<file path="config.mk">
export PLATFORM = sky130hd
export DESIGN_NAME = csa_resolver_flat
export DESIGN_NICKNAME = d
export VERILOG_FILES = /design/src/rtl/csa_resolver_if.sv /design/src/rtl/csa_resolver.sv /design/src/flat_wrapper.sv
export SDC_FILE = /design/constraint.sdc
export NUM_CORES = 1
export LEC_CHECK = 0
export CAP_MARGIN = 20
export CORE_AREA = 2 2 118 120
export DETAILED_ROUTE_END_ITERATION = 10
export DIE_AREA = 0 0 120 122
export PLACE_DENSITY_LB_ADDON = 0.15
export SLEW_MARGIN = 20
export SYNTH_ARGS = -nofsm -noshare
export SYNTH_HDL_FRONTEND = slang
export SYNTH_SLANG_ARGS = --single-unit
</file>
<file path="constraint.sdc">
create_clock -name clk -period 7.3 [get_ports clk]
set_input_delay 1.095 -clock clk [delete_from_list [all_inputs] [get_ports clk]]
set_output_delay 1.095 -clock clk [all_outputs]
set_load 0.005 [all_outputs]
</file>
<file path="src/rtl/csa_resolver_if.sv">
// Handshake bundle for the carry-save resolver: operand pair in, resolved word out.
interface csa_resolver_if #(
    parameter int WIDTH = 32
);
    logic             in_valid;
    logic             in_ready;
    logic [WIDTH-1:0] in_sum;
    logic [WIDTH-1:0] in_carry;
    logic             out_valid;
    logic             out_ready;
    logic [WIDTH-1:0] out_data;
    logic             out_cout;

    modport master (
        output in_valid, in_sum, in_carry, out_ready,
        input  in_ready, out_valid, out_data, out_cout
    );

    modport slave (
        input  in_valid, in_sum, in_carry, out_ready,
        output in_ready, out_valid, out_data, out_cout
    );
endinterface

</file>
<file path="src/rtl/csa_resolver.sv">
// Sequential carry-propagate adder: folds a sum/carry row pair into one binary
// word, resolving CHUNK bits per cycle with a running inter-slice carry.
module csa_resolver #(
    parameter int WIDTH = 32,
    parameter int CHUNK = 8
) (
    input  logic           clk,
    input  logic           rst,
    csa_resolver_if.slave  bus
);
    localparam int NCH = (CHUNK > 0) ? WIDTH / CHUNK : 1;
    localparam int KW  = (NCH > 1) ? $clog2(NCH) : 1;

    generate
        if (CHUNK <= 0 || (WIDTH % CHUNK) != 0) begin : g_bad_chunk
            $error("csa_resolver: WIDTH must be a positive multiple of CHUNK");
        end
    endgenerate

    typedef enum logic [1:0] {IDLE, ADD, DONE} state_t;

    state_t                     r_state;
    logic [NCH-1:0][CHUNK-1:0]  r_sum;
    logic [NCH-1:0][CHUNK-1:0]  r_carry;
    logic [NCH-1:0][CHUNK-1:0]  r_res;
    logic [KW-1:0]              r_k;
    logic                       r_c;
    logic                       r_cout;
    logic                       r_in_ready;
    logic                       r_out_valid;
    logic [CHUNK:0]             w_slice;

    // One CHUNK-wide slice plus the carry rippling in from the slice below.
    assign w_slice = {1'b0, r_sum[r_k]} + {1'b0, r_carry[r_k]} + {{CHUNK{1'b0}}, r_c};

    assign bus.in_ready  = r_in_ready;
    assign bus.out_valid = r_out_valid;
    assign bus.out_data  = r_res;
    assign bus.out_cout  = r_cout;

    always_ff @(posedge clk) begin
        if (rst) begin
            r_state     <= IDLE;
            r_sum       <= '0;
            r_carry     <= '0;
            r_res       <= '0;
            r_k         <= '0;
            r_c         <= 1'b0;
            r_cout      <= 1'b0;
            r_in_ready  <= 1'b0;
            r_out_valid <= 1'b0;
        end else begin
            case (r_state)
                IDLE: begin
                    r_in_ready <= 1'b1;
                    if (bus.in_valid && r_in_ready) begin
                        r_sum      <= bus.in_sum;
                        r_carry    <= bus.in_carry;
                        r_k        <= '0;
                        r_c        <= 1'b0;
                        r_in_ready <= 1'b0;
                        r_state    <= ADD;
                    end
                end
                ADD: begin
                    r_res[r_k] <= w_slice[CHUNK-1:0];
                    r_c        <= w_slice[CHUNK];
                    if (r_k == KW'(NCH - 1)) begin
                        r_cout      <= w_slice[CHUNK];
                        r_out_valid <= 1'b1;
                        r_state     <= DONE;
                    end else begin
                        r_k <= r_k + KW'(1);
                    end
                end
                DONE: begin
                    // Result held until taken; IDLE then reopens the input for one cycle minimum.
                    if (bus.out_ready) begin
                        r_out_valid <= 1'b0;
                        r_in_ready  <= 1'b1;
                        r_state     <= IDLE;
                    end
                end
                default: r_state <= IDLE;
            endcase
        end
    end
endmodule

</file>
<file path="src/flat_wrapper.sv">
// flat-port wrapper written by rule: the top's interface ports become plain ports
module csa_resolver_flat 
#(
    parameter int WIDTH = 32,
    parameter int CHUNK = 8
)
  (clk, rst, bus_in_valid, bus_in_sum, bus_in_carry, bus_out_ready, bus_in_ready, bus_out_valid, bus_out_data, bus_out_cout);
  csa_resolver_if #(.WIDTH(WIDTH)) bus_i ();
  input  logic clk;
  input  logic rst;
  input wire logic [$bits(bus_i.in_valid)-1:0] bus_in_valid;
  input wire logic [$bits(bus_i.in_sum)-1:0] bus_in_sum;
  input wire logic [$bits(bus_i.in_carry)-1:0] bus_in_carry;
  input wire logic [$bits(bus_i.out_ready)-1:0] bus_out_ready;
  output wire logic [$bits(bus_i.in_ready)-1:0] bus_in_ready;
  output wire logic [$bits(bus_i.out_valid)-1:0] bus_out_valid;
  output wire logic [$bits(bus_i.out_data)-1:0] bus_out_data;
  output wire logic [$bits(bus_i.out_cout)-1:0] bus_out_cout;
  assign bus_i.in_valid = bus_in_valid;
  assign bus_i.in_sum = bus_in_sum;
  assign bus_i.in_carry = bus_in_carry;
  assign bus_i.out_ready = bus_out_ready;
  assign bus_in_ready = bus_i.in_ready;
  assign bus_out_valid = bus_i.out_valid;
  assign bus_out_data = bus_i.out_data;
  assign bus_out_cout = bus_i.out_cout;
  csa_resolver #(.WIDTH(WIDTH), .CHUNK(CHUNK)) u_core (.clk(clk), .rst(rst), .bus(bus_i));
endmodule
</file>
# After elaboration in Yosys (flattened, before gate mapping)
# Cells that the tools add are included.
totals:
  regBits: 104
  latch_bits: 0
  ramBits: 0
  mem_bits_ro: 0
  inputBits: 68
  output_inout_bits: 35
  elab_cells: 65
  n_memories: 0
classes:
  addsub: 3
  mul: 0
  div_mod_pow: 0
  order_cmp: 2
  eq_ne: 7
  n_shift: 0
  n_mux: 22
  n_bitwise: 0
  n_reduce_logical: 13
ops:
  columns: ["cell", "count"]
  rows:
  - ["binary-select mux 8 bit (select 2 bit)", 2]
  - ["bitwise mux 32 bit", 1]
  - ["2-to-1 mux 8 bit", 3]
  - ["demux 8 bit (select 2 bit)", 1]
  - ["2-to-1 mux 2 bit", 5]
  - ["adder 8 x 8 -> 9 bit", 1]
  - ["adder 9 x 1 -> 9 bit", 1]
  - ["AND reduction 3 bit", 3]
  - ["AND reduction 2 bit", 4]
  - ["one-hot mux 1 bit (2 select lines)", 3]
  - ["one-hot mux 2 bit (3 select lines)", 1]
  - ["nonzero test 2 bit", 3]
  - ["2-to-1 mux 1 bit", 5]
  - ["== test 2 bit (second input constant)", 2]
  - ["!= test 2 x 1 -> 1 bit (second input constant)", 2]
  - ["!= test 2 bit (second input constant)", 2]
  - ["one-hot mux 2 bit (2 select lines)", 1]
  - ["< comparator 2 x 3 -> 1 bit (second input constant)", 1]
  - ["adder 2 x 1 -> 2 bit (second input constant)", 1]
  - ["== test 2 x 1 -> 1 bit (second input constant)", 1]
  - [">= comparator 2 x 1 -> 1 bit (second input constant)", 1]
  - ["logical AND 1 bit", 2]
  - ["logical NOT 2 bit", 1]

# Longest topological paths before layout
depth:
  depth_word: 5
  ltp_mapped: 9
  mapped_depth_nobuf: 7

# Least setup slack after synthesis
# No wires, ideal clock.
synth_timing:
  kind: "flip-flop to flip-flop"
  startpoint: "register u_core.r_k[0]"
  endpoint: "register u_core.r_res, in the netlist u_core.bus.out_data[14]"
  setup_ns: 0.127
  arrival_time_ns: 2.757
  required_time_ns: 7.173
  path_slack_ns: 4.416
  stages_incl_launch_ff: 9
  n_path_buf: 1
  synth_period_minus_slack_ns: 2.884
  cell_sequence: "dfxtp_1 > buf_2 > mux4_2 > fa_1 > fa_1 > a21o_1 > a221oi_2 > xor2_1 > o21ai_0"
synth_via:
  elab_chain_len: 5
  elab_cells_between_ends: 12
  classes_between: "add/sub (2); order compare (2); mux (7); reduce/logical (1)"
synth_rtl:
  columns: ["item", "line_no", "text"]
  rows:
  - ["from (decl)", "csa_resolver.sv:26", "logic [KW-1:0] r_k;"]
  - ["from (signal assigned)", "csa_resolver.sv:73", "r_k <= r_k + KW'(1);"]
  - ["binary-select mux 8 bit (select 2 bit), or another cell as far along", "csa_resolver.sv:34", "assign w_slice = {1'b0, r_sum[r_k]} + {1'b0, r_carry[r_k]} + {{CHUNK{1'b0}}, r_c};"]
  - ["2-to-1 mux 8 bit (implied by the code) / logical AND 1 bit (equally long branches)", "csa_resolver.sv:34, csa_resolver.sv:66", null]
  - ["adder 8 x 8 -> 9 bit / 2-to-1 mux 8 bit (equally long branches)", "csa_resolver.sv:34, csa_resolver.sv:66", null]
  - ["adder 9 x 1 -> 9 bit / demux 8 bit (select 2 bit) (equally long branches)", null, null]
  - ["bitwise mux 32 bit *", "csa_resolver.sv:66", "r_res[r_k] <= w_slice[CHUNK-1:0];"]
  - ["to (signal, indexed assignment)", "csa_resolver.sv:66", null]
  - ["to (decl)", "csa_resolver.sv:25", "logic [NCH-1:0][CHUNK-1:0] r_res;"]
# Every way passes the cells marked *; elsewhere a longest branch is shown, timed or not. The select of a mux whose other input is x is not followed.
# A chain may end at the register's enable or synchronous reset.

# Final worst setup path
layout_timing:
  startpoint: "register u_core.r_k[1]"
  endpoint: "register u_core.r_res, in the netlist u_core.bus.out_data[14]"
# The elaborated chain is that of the path after synthesis.

==> impl_metrics.csv <==
group,metric,value,unit
status,run_status,"finished, final reports clean",
placed_design,place_inst,783,
logic_synthesis,ys_seq_area_frac,0.4565,
setup_path,cp.arrival,3.62,ns
setup_path,slowest_stage,"dfxtp_1",
setup_path,critPathMaxStageDelay,0.66,ns
logic_synthesis,syn_inst,533,
clock_network,root_buffer,"clkbuf_16",
layout,layout.nets,695,
routing,drt_iter0_markers,330,
logic_synthesis,synth_commonest_cells,"nand2_1 (156), dfxtp_1 (104), a21oi_1 (87), buf_2 (20), nand3_1 (17)",
sta,worst_slack,3.894,ns
logic_synthesis,synth_seq_cells,104,
logic_synthesis,yosys_warnings,0,
logic_synthesis,syn-num-nets,614,
placed_design,post-place-ws,3.932,ns
clock_network,clk_latency,0.34,ns
logic_synthesis,avgSynthCellArea,8.557,µm²
clock_network,cts_resized,0,
sta,slew_viol_final,0,
clock_network,cts.sinks,104,
global_routing,grt_first_pass_wirelength,18890,µm
pwr,p_leak,2.036,nW
die,die_h,122,µm
sta,holdWs,0.4537,ns
routing,routedWlPerCell,14.53,µm
sta,timing.final.crit_share,0.4666,
routing,vias,3928,
clock_network,ctsHoldBuffers,0,
routing,drc,0,
setup_path,cp_cell_sequence,"buf_4 -> mux4_2 -> fa_1 -> fa_1 -> a21o_1 -> a221oi_2 -> xor2_1 -> o21ai_0",
logic_synthesis,async_flop_share,0,
logic_synthesis,ys_top_cells_by_area,"dfxtp_1 (46%), nand2_1 (13%), a21oi_1 (9.5%), mux4_2 (7.9%), ha_1 (3.0%)",
die,die_area,14640,µm²
sta,max_freq,293.6,MHz
sta,finalSetupViolCount,0,
sta,finalCriticalPeriod,3.406,ns
sta,rsz0062_at_grt,"false",
setup_path,cp_max_fo,11,
global_routing,grt_max_degree,94,
routing,drt-pass1-iter-count,4,
routing,wl,11610,µm
sta,tns,0,ns
flow_run,cap_violations,0,
sta,finalHoldViolCount,0,
logic_synthesis,synth_top_area_frac,0.4565,
layout,area_growth,30.73,%
global_routing,grt.total_usage,0.1612,
layout,layout.cells.non_filler,799,
logic_synthesis,syn_area,4561,µm²
layout,n_antenna_cell,0,
clock_network,cts.path.max_buffers,2,
sta,relSlewSlack,0.3518,
logic_synthesis,synth_cell_type_count,44,
global_routing,grt_pass1_vias,3782,
die,core,13500,µm²
global_routing,grt_antenna_before_repair,0,
clock_network,numCtsBuffers,9,
pwr,ir_drop,0.09537,mV
pwr,p_per_area,204.9,nW/µm²
layout,drive_gt1_frac,0.07431,
setup_path,startpoint_type,"flop",
logic_synthesis,synth_enable_flop_cells,0,
sta,finClkSkew,0.01129,ns
logic_synthesis,synth-main-ff-cell,"dfxtp_1",
placed_design,place.gp.congestion,0.7407,
hold_path,hp-class,"flop to flop",
logic_synthesis,yosysTopAreaCell,"dfxtp_1",
logic_synthesis,synth.most_common_cell,"nand2_1",
sta,tightest_slew,0.9723,ns
setup_path,end_kind,"flop",
die,die_w,120,µm
routing,antenna_left,0,
setup_path,cpMostUsedCell,"fa_1",
die,num_rows,43,
clock_network,path_clk_slew,0.07,ns
die,ios,103,
setup_path,critical_path_class,"flop to flop",
clock_network,post_cts_buffers,0,
routing,vias_per_cell,4.916,
die,initial_core_util,0.3377,
placed_design,port_buffers,102,
setup_path,required,7.51,ns
clock_network,cts_tree,"done",
global_routing,gr-total-overflow,0,
placed_design,hpwl,8550,µm
clock_network,htree_levels,3,
[registers in the layout (all words and copies together), names as in the netlist]
name / flops
u_core.bus.out_data: 32
u_core.r_carry: 32
u_core.r_sum: 32
u_core.r_k: 2
u_core.r_state: 2
u_core.bus.in_ready: 1
u_core.bus.out_cout: 1
u_core.bus.out_valid: 1
u_core.r_c: 1
[where the power goes]
| part | internal [mW] | total (mW) | switching, mW |
|---|---|---|---|
| combinational | 0.0754 | 0.154 | 0.0784 |
| sequential | 0.589 | 0.605 | 0.0157 |
| clock | 0.245 | 0.463 | 0.218 |
| total | 0.909 | 1.22 | 0.312 |
[layout make-up]
cell class	instances	area [µm²]
clock buffer	10	239.0
timing repair buffer	107	1054
clock inverter	6	51.30
multi-input combinational	386	2288
tap	180	225.2
inverter	6	22.52
fill	1371	7542
sequential	104	2082
[metrics by stage]
| stage | area [µm²] | power [mW] | util |
|---|---|---|---|
| 2_1_floorplan | 4561 | 0.7047 | - |
| 3_3_place_gp | 5672 | 0.7700 | 0.4200 |
| 3_5_place_dp | 5672 | 0.7731 | 0.4200 |
| 4_1_cts | 5962 | 1.233 | 0.4415 |
| 5_1_grt | 5962 | 1.271 | 0.4415 |
| 6_report | 5962 | 1.222 | 0.4415 |
[worst max-delay path: cells and delay by family, from the launching register on]
family | cells | cell delay [ns]
mux | 1 | 0.53
xor+xnor | 1 | 0.27
flops | 1 | 0.66
buf+inv | 1 | 0.29
fa+ha+maj | 2 | 0.87
compound gates | 3 | 0.66
[cell usage in the layout (no fill, tap or decap), types with 7 or more instances in the layout]
master           count
a21oi_1             87
clkbuf_16            9
clkdlybuf4s50_1    101
dfxtp_1            104
ha_1                11
mux4_2              16
nand2_1            156
nand3_1             17
nand3b_1             7
nor2_1              15
o21ai_0             16
[kinds of logic (layout without fill, tap and decap cells)]
kind of cell	Yosys count	after routing	share of synthesized area
muxes	16	16	0.07901
buffers and inverters	43	129	0.04170
DFF	104	104	0.4565
AOI/OAI and AO/OA	131	131	0.1649
and+or+nand+nor	223	223	0.2132
xor gates and xnor gates	3	3	0.005762
adders and majority gates	13	13	0.03896
[worst paths after layout]
check,from,end,slack (ns),cells after the start
max,u_core.r_k[1],u_core.bus.out_data[14],3.89,8
min,u_core.r_sum[19],u_core.r_sum[19],0.45,2
max reg2reg,u_core.r_k[1],u_core.bus.out_data[14],3.89,8
min reg2reg,u_core.r_sum[19],u_core.r_sum[19],0.45,2
[per-layer routing]
| metal | vias up | GRT usage | routed length (µm) |
|---|---|---|---|
| li1 | 2002 | - | - |
| met1 | 1809 | 0.2236 | 5688 |
| met2 | 105 | 0.2571 | 5269 |
| met3 | 12 | 0.02575 | 494 |
| met4 | 0 | 0.05294 | 156 |
| met5 | - | 0 | 0 |
Power figures use the tool's default switching activity.
